==> config.mk <==
export PLATFORM = sky130hd
export DESIGN_NAME = eim_initiator_flat
export DESIGN_NICKNAME = d
export VERILOG_FILES = /design/src/rtl/eim_initiator_if.sv /design/src/rtl/eim_initiator.sv /design/src/flat_wrapper.sv
export SDC_FILE = /design/constraint.sdc
export NUM_CORES = 1
export LEC_CHECK = 0
export BUFFER_PORTS_ARGS = -buffer_cell sky130_fd_sc_hd__buf_2
export CORE_MARGIN = 2
export CORE_UTILIZATION = 45
export CTS_CLUSTER_SIZE = 10
export DETAILED_ROUTE_END_ITERATION = 6
export PLACE_DENSITY = 0.65
export SKIP_CTS_REPAIR_TIMING = 1
export SLEW_MARGIN = 20
export SYNTH_ARGS = -nofsm -noshare
export SYNTH_HDL_FRONTEND = slang
export SYNTH_SLANG_ARGS = --single-unit
export TNS_END_PERCENT = 1
==> constraint.sdc <==
create_clock -name clk -period 3.09 [get_ports clk]
set_input_delay 0.4635 -clock clk [delete_from_list [all_inputs] [get_ports clk]]
set_output_delay 0.4635 -clock clk [all_outputs]
set_load 0.05 [all_outputs]
==> src/rtl/eim_initiator_if.sv <==
// Host command/response handshake plus EIM pad-side signals for eim_initiator.
// master = the initiator's view, slave = host/target environment view.
interface eim_initiator_if;
  logic       cmd_valid;
  logic       cmd_ready;
  logic       cmd_we;
  logic [7:0] cmd_addr;
  logic [7:0] cmd_wdata;
  logic       rsp_valid;
  logic       rsp_err;
  logic [7:0] rsp_rdata;
  logic       eim_bclk;
  logic       eim_cs0_n;
  logic       eim_lba_n;
  logic       eim_wr_n;
  logic       eim_oe_n;
  logic [7:0] eim_da_o;
  logic       eim_da_oe;
  logic [7:0] eim_da_i;
  logic       eim_wait_n;

  modport master (
    input  cmd_valid, cmd_we, cmd_addr, cmd_wdata, eim_da_i, eim_wait_n,
    output cmd_ready, rsp_valid, rsp_err, rsp_rdata,
    output eim_bclk, eim_cs0_n, eim_lba_n, eim_wr_n, eim_oe_n, eim_da_o, eim_da_oe
  );

  modport slave (
    output cmd_valid, cmd_we, cmd_addr, cmd_wdata, eim_da_i, eim_wait_n,
    input  cmd_ready, rsp_valid, rsp_err, rsp_rdata,
    input  eim_bclk, eim_cs0_n, eim_lba_n, eim_wr_n, eim_oe_n, eim_da_o, eim_da_oe
  );
endinterface

==> src/rtl/eim_initiator.sv <==
// Async-mode EIM bus master: one-byte reads/writes over the muxed 8-bit DA bus,
// every phase stretched to a programmable number of clocks, with wait-stretch and timeout.
module eim_initiator #(
  parameter int unsigned PHASE_CYC = 4,
  parameter int unsigned TURN_CYC  = 2,
  parameter int unsigned WAIT_MAX  = 16
) (
  input logic            clk,
  input logic            rst,
  eim_initiator_if.master bus
);
  localparam int unsigned CNT_MAX = (PHASE_CYC > TURN_CYC) ? PHASE_CYC : TURN_CYC;
  localparam int unsigned CNT_W   = $clog2(CNT_MAX + 1);
  localparam int unsigned WAIT_W  = (WAIT_MAX > 1) ? $clog2(WAIT_MAX + 1) : 1;
  localparam logic [CNT_W-1:0]  PHASE_LD  = CNT_W'(PHASE_CYC - 1);
  localparam logic [CNT_W-1:0]  TURN_LD   = CNT_W'(TURN_CYC - 1);
  localparam logic [WAIT_W-1:0] WAIT_LAST = WAIT_W'(WAIT_MAX - 1);
  localparam bit                WAIT_EN   = (WAIT_MAX != 0);

  typedef enum logic [2:0] {
    S_IDLE, S_ADDR, S_LATCH, S_WDATA, S_WHOLD, S_TURN, S_RDATA, S_RECOV
  } state_t;

  state_t             r_state, w_state_nxt;
  logic [CNT_W-1:0]   r_cnt, w_cnt_nxt;
  logic [WAIT_W-1:0]  r_wait_cnt, w_wait_nxt;
  logic               r_we;
  logic [7:0]         r_addr, r_wdata;
  logic               r_wait_s1, r_wait_s2;
  logic               w_cap, w_hold, w_waiting;
  logic [7:0]         w_addr;

  logic               r_cmd_ready, w_cmd_ready;
  logic               r_rsp_valid, w_rsp_valid;
  logic               r_rsp_err, w_rsp_err;
  logic [7:0]         r_rsp_rdata, w_rsp_rdata;
  logic               r_cs0_n, w_cs0_n;
  logic               r_lba_n, w_lba_n;
  logic               r_wr_n, w_wr_n;
  logic               r_oe_n, w_oe_n;
  logic               r_da_oe, w_da_oe;
  logic [7:0]         r_da_o, w_da_o;

  // Next state, phase/wait counters, response, and the registered pad values for the next state
  always_comb begin
    w_state_nxt = r_state;
    w_cnt_nxt   = r_cnt;
    w_wait_nxt  = r_wait_cnt;
    w_cap       = 1'b0;
    w_hold      = 1'b0;
    w_rsp_valid = 1'b0;
    w_rsp_err   = r_rsp_err;
    w_rsp_rdata = r_rsp_rdata;
    w_waiting   = WAIT_EN && !r_wait_s2;

    case (r_state)
      S_IDLE:  if (bus.cmd_valid) begin
                 w_state_nxt = S_ADDR;
                 w_cap       = 1'b1;
               end
      S_ADDR:  if (r_cnt == '0) w_state_nxt = S_LATCH;
      S_LATCH: if (r_cnt == '0) w_state_nxt = r_we ? S_WDATA : S_TURN;
      S_WDATA, S_RDATA: begin
        if (w_waiting) begin
          if (r_wait_cnt == WAIT_LAST) begin
            w_state_nxt = S_RECOV;
            w_rsp_valid = 1'b1;
            w_rsp_err   = 1'b1;
            if (r_state == S_RDATA) w_rsp_rdata = 8'h00;
          end else begin
            w_hold     = 1'b1;
            w_wait_nxt = r_wait_cnt + WAIT_W'(1);
          end
        end else begin
          w_wait_nxt = '0;
          if (r_cnt == '0) begin
            if (r_state == S_WDATA) begin
              w_state_nxt = S_WHOLD;
            end else begin
              w_state_nxt = S_RECOV;
              w_rsp_valid = 1'b1;
              w_rsp_err   = 1'b0;
              w_rsp_rdata = bus.eim_da_i;
            end
          end
        end
      end
      S_WHOLD: if (r_cnt == '0) begin
                 w_state_nxt = S_RECOV;
                 w_rsp_valid = 1'b1;
                 w_rsp_err   = 1'b0;
               end
      S_TURN:  if (r_cnt == '0) w_state_nxt = S_RDATA;
      S_RECOV: if (r_cnt == '0) w_state_nxt = S_IDLE;
      default: w_state_nxt = S_IDLE;
    endcase

    if (w_state_nxt != r_state) begin
      w_cnt_nxt  = (w_state_nxt == S_TURN) ? TURN_LD : PHASE_LD;
      w_wait_nxt = '0;
    end else if (!w_hold && r_cnt != '0) begin
      w_cnt_nxt = r_cnt - CNT_W'(1);
    end

    // Pads follow the state being entered so they are registered alongside it
    w_addr      = w_cap ? bus.cmd_addr : r_addr;
    w_cmd_ready = (w_state_nxt == S_IDLE);
    w_cs0_n     = 1'b1;
    w_lba_n     = 1'b1;
    w_wr_n      = 1'b1;
    w_oe_n      = 1'b1;
    w_da_oe     = 1'b0;
    w_da_o      = 8'h00;
    case (w_state_nxt)
      S_ADDR:  begin w_cs0_n = 1'b0; w_lba_n = 1'b0; w_da_oe = 1'b1; w_da_o = w_addr; end
      S_LATCH: begin w_cs0_n = 1'b0; w_da_oe = 1'b1; w_da_o = w_addr; end
      S_WDATA: begin w_cs0_n = 1'b0; w_wr_n = 1'b0; w_da_oe = 1'b1; w_da_o = r_wdata; end
      S_WHOLD: begin w_cs0_n = 1'b0; w_da_oe = 1'b1; w_da_o = r_wdata; end
      S_TURN:  w_cs0_n = 1'b0;
      S_RDATA: begin w_cs0_n = 1'b0; w_oe_n = 1'b0; end
      default: ;
    endcase
  end

  always_ff @(posedge clk) begin
    if (rst) begin
      r_state     <= S_IDLE;
      r_cnt       <= '0;
      r_wait_cnt  <= '0;
      r_we        <= 1'b0;
      r_addr      <= 8'h00;
      r_wdata     <= 8'h00;
      r_wait_s1   <= 1'b1;
      r_wait_s2   <= 1'b1;
      r_cmd_ready <= 1'b1;
      r_rsp_valid <= 1'b0;
      r_rsp_err   <= 1'b0;
      r_rsp_rdata <= 8'h00;
      r_cs0_n     <= 1'b1;
      r_lba_n     <= 1'b1;
      r_wr_n      <= 1'b1;
      r_oe_n      <= 1'b1;
      r_da_oe     <= 1'b0;
      r_da_o      <= 8'h00;
    end else begin
      r_state     <= w_state_nxt;
      r_cnt       <= w_cnt_nxt;
      r_wait_cnt  <= w_wait_nxt;
      r_wait_s1   <= bus.eim_wait_n;
      r_wait_s2   <= r_wait_s1;
      if (w_cap) begin
        r_we    <= bus.cmd_we;
        r_addr  <= bus.cmd_addr;
        r_wdata <= bus.cmd_wdata;
      end
      r_cmd_ready <= w_cmd_ready;
      r_rsp_valid <= w_rsp_valid;
      r_rsp_err   <= w_rsp_err;
      r_rsp_rdata <= w_rsp_rdata;
      r_cs0_n     <= w_cs0_n;
      r_lba_n     <= w_lba_n;
      r_wr_n      <= w_wr_n;
      r_oe_n      <= w_oe_n;
      r_da_oe     <= w_da_oe;
      r_da_o      <= w_da_o;
    end
  end

  assign bus.cmd_ready = r_cmd_ready;
  assign bus.rsp_valid = r_rsp_valid;
  assign bus.rsp_err   = r_rsp_err;
  assign bus.rsp_rdata = r_rsp_rdata;
  assign bus.eim_bclk  = 1'b0;
  assign bus.eim_cs0_n = r_cs0_n;
  assign bus.eim_lba_n = r_lba_n;
  assign bus.eim_wr_n  = r_wr_n;
  assign bus.eim_oe_n  = r_oe_n;
  assign bus.eim_da_oe = r_da_oe;
  assign bus.eim_da_o  = r_da_o;
endmodule

==> src/flat_wrapper.sv <==
// flat-port wrapper written by rule: the top's interface ports become plain ports
module eim_initiator_flat 
#(
  parameter int unsigned PHASE_CYC = 4,
  parameter int unsigned TURN_CYC  = 2,
  parameter int unsigned WAIT_MAX  = 16
)
  (clk, rst, bus_cmd_valid, bus_cmd_we, bus_cmd_addr, bus_cmd_wdata, bus_eim_da_i, bus_eim_wait_n, bus_cmd_ready, bus_rsp_valid, bus_rsp_err, bus_rsp_rdata, bus_eim_bclk, bus_eim_cs0_n, bus_eim_lba_n, bus_eim_wr_n, bus_eim_oe_n, bus_eim_da_o, bus_eim_da_oe);
  eim_initiator_if bus_i ();
  input logic clk;
  input logic rst;
  input wire logic [$bits(bus_i.cmd_valid)-1:0] bus_cmd_valid;
  input wire logic [$bits(bus_i.cmd_we)-1:0] bus_cmd_we;
  input wire logic [$bits(bus_i.cmd_addr)-1:0] bus_cmd_addr;
  input wire logic [$bits(bus_i.cmd_wdata)-1:0] bus_cmd_wdata;
  input wire logic [$bits(bus_i.eim_da_i)-1:0] bus_eim_da_i;
  input wire logic [$bits(bus_i.eim_wait_n)-1:0] bus_eim_wait_n;
  output wire logic [$bits(bus_i.cmd_ready)-1:0] bus_cmd_ready;
  output wire logic [$bits(bus_i.rsp_valid)-1:0] bus_rsp_valid;
  output wire logic [$bits(bus_i.rsp_err)-1:0] bus_rsp_err;
  output wire logic [$bits(bus_i.rsp_rdata)-1:0] bus_rsp_rdata;
  output wire logic [$bits(bus_i.eim_bclk)-1:0] bus_eim_bclk;
  output wire logic [$bits(bus_i.eim_cs0_n)-1:0] bus_eim_cs0_n;
  output wire logic [$bits(bus_i.eim_lba_n)-1:0] bus_eim_lba_n;
  output wire logic [$bits(bus_i.eim_wr_n)-1:0] bus_eim_wr_n;
  output wire logic [$bits(bus_i.eim_oe_n)-1:0] bus_eim_oe_n;
  output wire logic [$bits(bus_i.eim_da_o)-1:0] bus_eim_da_o;
  output wire logic [$bits(bus_i.eim_da_oe)-1:0] bus_eim_da_oe;
  assign bus_i.cmd_valid = bus_cmd_valid;
  assign bus_i.cmd_we = bus_cmd_we;
  assign bus_i.cmd_addr = bus_cmd_addr;
  assign bus_i.cmd_wdata = bus_cmd_wdata;
  assign bus_i.eim_da_i = bus_eim_da_i;
  assign bus_i.eim_wait_n = bus_eim_wait_n;
  assign bus_cmd_ready = bus_i.cmd_ready;
  assign bus_rsp_valid = bus_i.rsp_valid;
  assign bus_rsp_err = bus_i.rsp_err;
  assign bus_rsp_rdata = bus_i.rsp_rdata;
  assign bus_eim_bclk = bus_i.eim_bclk;
  assign bus_eim_cs0_n = bus_i.eim_cs0_n;
  assign bus_eim_lba_n = bus_i.eim_lba_n;
  assign bus_eim_wr_n = bus_i.eim_wr_n;
  assign bus_eim_oe_n = bus_i.eim_oe_n;
  assign bus_eim_da_o = bus_i.eim_da_o;
  assign bus_eim_da_oe = bus_i.eim_da_oe;
  eim_initiator #(.PHASE_CYC(PHASE_CYC), .TURN_CYC(TURN_CYC), .WAIT_MAX(WAIT_MAX)) u_core (.clk(clk), .rst(rst), .bus(bus_i));
endmodule
==> run metrics <==
# diodes 0; synthesized flop and latch total 54; skew final 0.005796 ns; largest net degree at the start of global routing 40; initial core utilization 46.28%; Syn. warnings 0; Die H 76.24 um; via count 1930; detailed-router iteration count before antenna repair 4; mux contribution to synthesized area 1.279%; most frequent CP cell ha_1; critical path class reg2reg; Post-Syn Area 2349 um^2; status complete, no violations; simple-gate share of the synthesized area 22.00%; Die ar. 5813 um^2; Port Buffers 52; Int Power 1.387 mW; sequential area share after synthesis 46.03%; CTS H-tree depth 2; Top FF cell, synth dfxtp_1; Critical Path RT 3.29 ns; first-pass GRT wire length 8349 um; Ports 54; CP endpoint kind flip-flop; Max-Cap Viols 0; clock buffer depth 2; clock share of power 19.9%; initial antenna violation count 0; RSZ-0062 raised after global routing false; final hold viol count 0; Post-Syn Nets 294; Synth Area in Compound Gates 21.84%; Via density 5.133; largest family of logic cells by synthesized area simple AND/OR/NAND/NOR gates; Pwr Total 2.357 mW; P_sw 0.9694 mW; Unique masters post-synth 51; CTS tree built; top cell type by total area after synthesis dfxtp_1; top cells by area, synth dfxtp_1 46%, nand2_1 6.6%, a21oi_1 6.4%; min-delay worst type in2reg; WP buf/inv 0; Reg power frac 37.9%; ys async rst share 0%; ratio of final minimum period to clock period 78.71%; Initial DRC Count 116; Slew Viols, Final 0; Setup Viol. Count Final 0; share of cells above drive strength 1 24.84%; clk slew on worst S/H paths 0.10 ns; slowest stage delay, CP 0.42 ns; family with the most delay on the worst path compound AO/OA/AOI/OAI gates; Num CTS Buffers 5; setup TNS 0 ns; Synth Area in Adders 2.131%; vias in the first global route 1847; CP Launch Type flip-flop; combinational power share 42.2%; crit-path cells ha_1 > and3_1 > ha_1 > nand2b_1 > o22ai_1 > o31ai_4 > nand2b_4 > o22ai_4 > a32o_1; CP max FO 8; Power Density 860.9 nW/um^2; Clock Tree Root clkbuf_8; LEAKAGE 1.114 nW; critical path arrival 2.63 ns; # rows 26; Worst-Skew Late Latency 0.30 ns; GR Util All Layers 17.34%; hold slack 0.3385 ns; Layout Nets 339; IR drop worst, VDD 0.4291 mV; Syn-to-layout area delta 16.57%; drt total wl 4799 um; gate count of the mapped netlist 261; Detail Placement HPWL 3217 um; Post-Syn Area per Cell 8.998 um^2; ANT nets after route 0; Yosys top cell area share 46.03%; fmax 411.2 MHz; gp weighted congestion 0.7681; actual slew at the worst max-slew pin 1.075 ns; GR Overflow Total 0; Die X 76.24 um; Slew headroom 27.18%; Final min period 2.432 ns; EDFF count, synth 0; post-DR wirelength/cell 12.76 um; Slowest cell on crit path o31ai_4; Core Area 5075 um^2; switching share of power 41.13%; post-synthesis xor/xnor area fraction 1.492%; # DRC 0; CTS sink count 54
==> per-stage QoR <==
| step | setup WS, ns | instance area (um^2) | instances | util, % |
|---|---|---|---|---|
| after floorplan | 0.9072 | 2349 | 261 | - |
| after global placement | 0.7542 | 2630 | 369 | 51.82 |
| after detailed placement | 0.6834 | 2630 | 369 | 51.82 |
| after CTS | 0.6685 | 2738 | 376 | 53.94 |
| after global routing | 0.5268 | 2738 | 376 | 53.94 |
| final | 0.6580 | 2738 | 376 | 53.94 |
==> worst register-to-register path, cell delays in order (launching register included) <==
cell,delay [ns]
dfxtp_1,0.34
ha_1,0.23
and3_1,0.19
ha_1,0.26
nand2b_1,0.13
o22ai_1,0.14
o31ai_4,0.42
nand2b_4,0.23
o22ai_4,0.11
a32o_1,0.30
==> layout by cell type, fill, tap and decap left out, drive strengths merged, types with 2 or more instances in the layout <==
| master | synthesis | routed |
|---|---|---|
| a211oi | 2 | 2 |
| a21oi | 30 | 30 |
| a22oi | 2 | 2 |
| a31oi | 3 | 3 |
| a32o | 8 | 8 |
| buf | 9 | 55 |
| clkbuf | 8 | 5 |
| dfxtp | 54 | 54 |
| ha | 4 | 4 |
| inv | 8 | 8 |
| mux2i | 3 | 3 |
| nand2 | 42 | 42 |
| nand2b | 15 | 15 |
| nand3 | 11 | 11 |
| nand3b | 3 | 3 |
| nor2 | 11 | 11 |
| nor2b | 3 | 3 |
| nor3 | 8 | 8 |
| o21ai | 7 | 7 |
| o221a | 2 | 2 |
| o22ai | 2 | 2 |
| o311ai | 2 | 2 |
| or2 | 3 | 3 |
| or3 | 2 | 2 |
| xnor2 | 3 | 3 |
==> synthesized netlist by cell type (all sizes together), types with 2 or more instances <==
| library cell | instances |
|---|---|
| dfxtp | 54 |
| nand2 | 42 |
| a21oi | 30 |
| nand2b | 15 |
| nand3 | 11 |
| nor2 | 11 |
| buf | 9 |
| a32o | 8 |
| clkbuf | 8 |
| inv | 8 |
| nor3 | 8 |
| o21ai | 7 |
| ha | 4 |
| a31oi | 3 |
| mux2i | 3 |
| nand3b | 3 |
| nor2b | 3 |
| or2 | 3 |
| xnor2 | 3 |
| a211oi | 2 |
| a22oi | 2 |
| o221a | 2 |
| o22ai | 2 |
| o311ai | 2 |
| or3 | 2 |
==> cell families (layout without fill, tap and decap cells) <==
family                   count (synthesis)  count (layout)
AO/OA/AOI/OAI                           68              68
XOR/XNOR                                 4               4
adder cells (fa/ha/maj)                  4               4
buffers and inverters                   25              70
flip-flops                              54              54
multiplexers                             3               3
other                                    1               1
AND/OR/NAND/NOR                        102             102
==> sequential cells by signal, indices dropped and copies added, names as in the netlist, 3 cells and up <==
| name | count |
|---|---|
| u_core.r_wait_cnt | 5 |
| u_core.bus.eim_da_o | 8 |
| u_core.r_wdata | 8 |
| u_core.bus.rsp_rdata | 8 |
| u_core.r_cnt | 3 |
| u_core.r_state | 3 |
| u_core.r_addr | 8 |
==> power by group through the flow <==
stage | Clock (mW) | Sequential [mW] | Combinational (mW)
final | 0.470 | 0.892 | 0.995
after global routing | 0.513 | 0.909 | 1.10
after CTS | 0.482 | 0.893 | 1.00
after detailed placement | 0 | 0.909 | 0.996
after global placement | 0 | 0.908 | 0.989
after floorplan | 0 | 1.06 | 0.658
==> cell type report <==
class	instances	area, um^2
Timing Repair Buffer	55	282.8
Fill cell	498	2337
Clock buffer	5	68.82
Sequential cell	54	1081
Inverter	8	30.03
Multi-Input combinational cell	182	1149
Clock inverter	2	38.79
Tap cell	70	87.58
==> per-layer routing <==
| layer | track usage (%) | vias to the layer above | share of wire, % |
|---|---|---|---|
| met5 | 0 | - | 0 |
| met4 | 4.364 | 0 | 0.44 |
| met3 | 4.739 | 2 | 5.3 |
| met2 | 28.85 | 42 | 46 |
| met1 | 22.35 | 888 | 48 |
| li1 | - | 998 | - |
==> final timing paths <==
path	from	end	slack, ns	cells after the start
setup reg to reg	u_core.r_wait_cnt[0]$_SDFFE_PP0P_	u_core.bus.eim_da_o[5]$_SDFF_PP0_	0.66	9
hold reg to reg	u_core.r_wait_s1$_SDFF_PP1_	u_core.r_wait_s2$_SDFF_PP1_	0.41	1
hold / removal	bus_eim_wait_n	u_core.r_wait_s1$_SDFF_PP1_	0.34	2
setup / recovery	u_core.r_wait_cnt[0]$_SDFFE_PP0P_	u_core.bus.eim_da_o[5]$_SDFF_PP0_	0.66	9
Note: power is estimated with default switching activity, not from simulation.
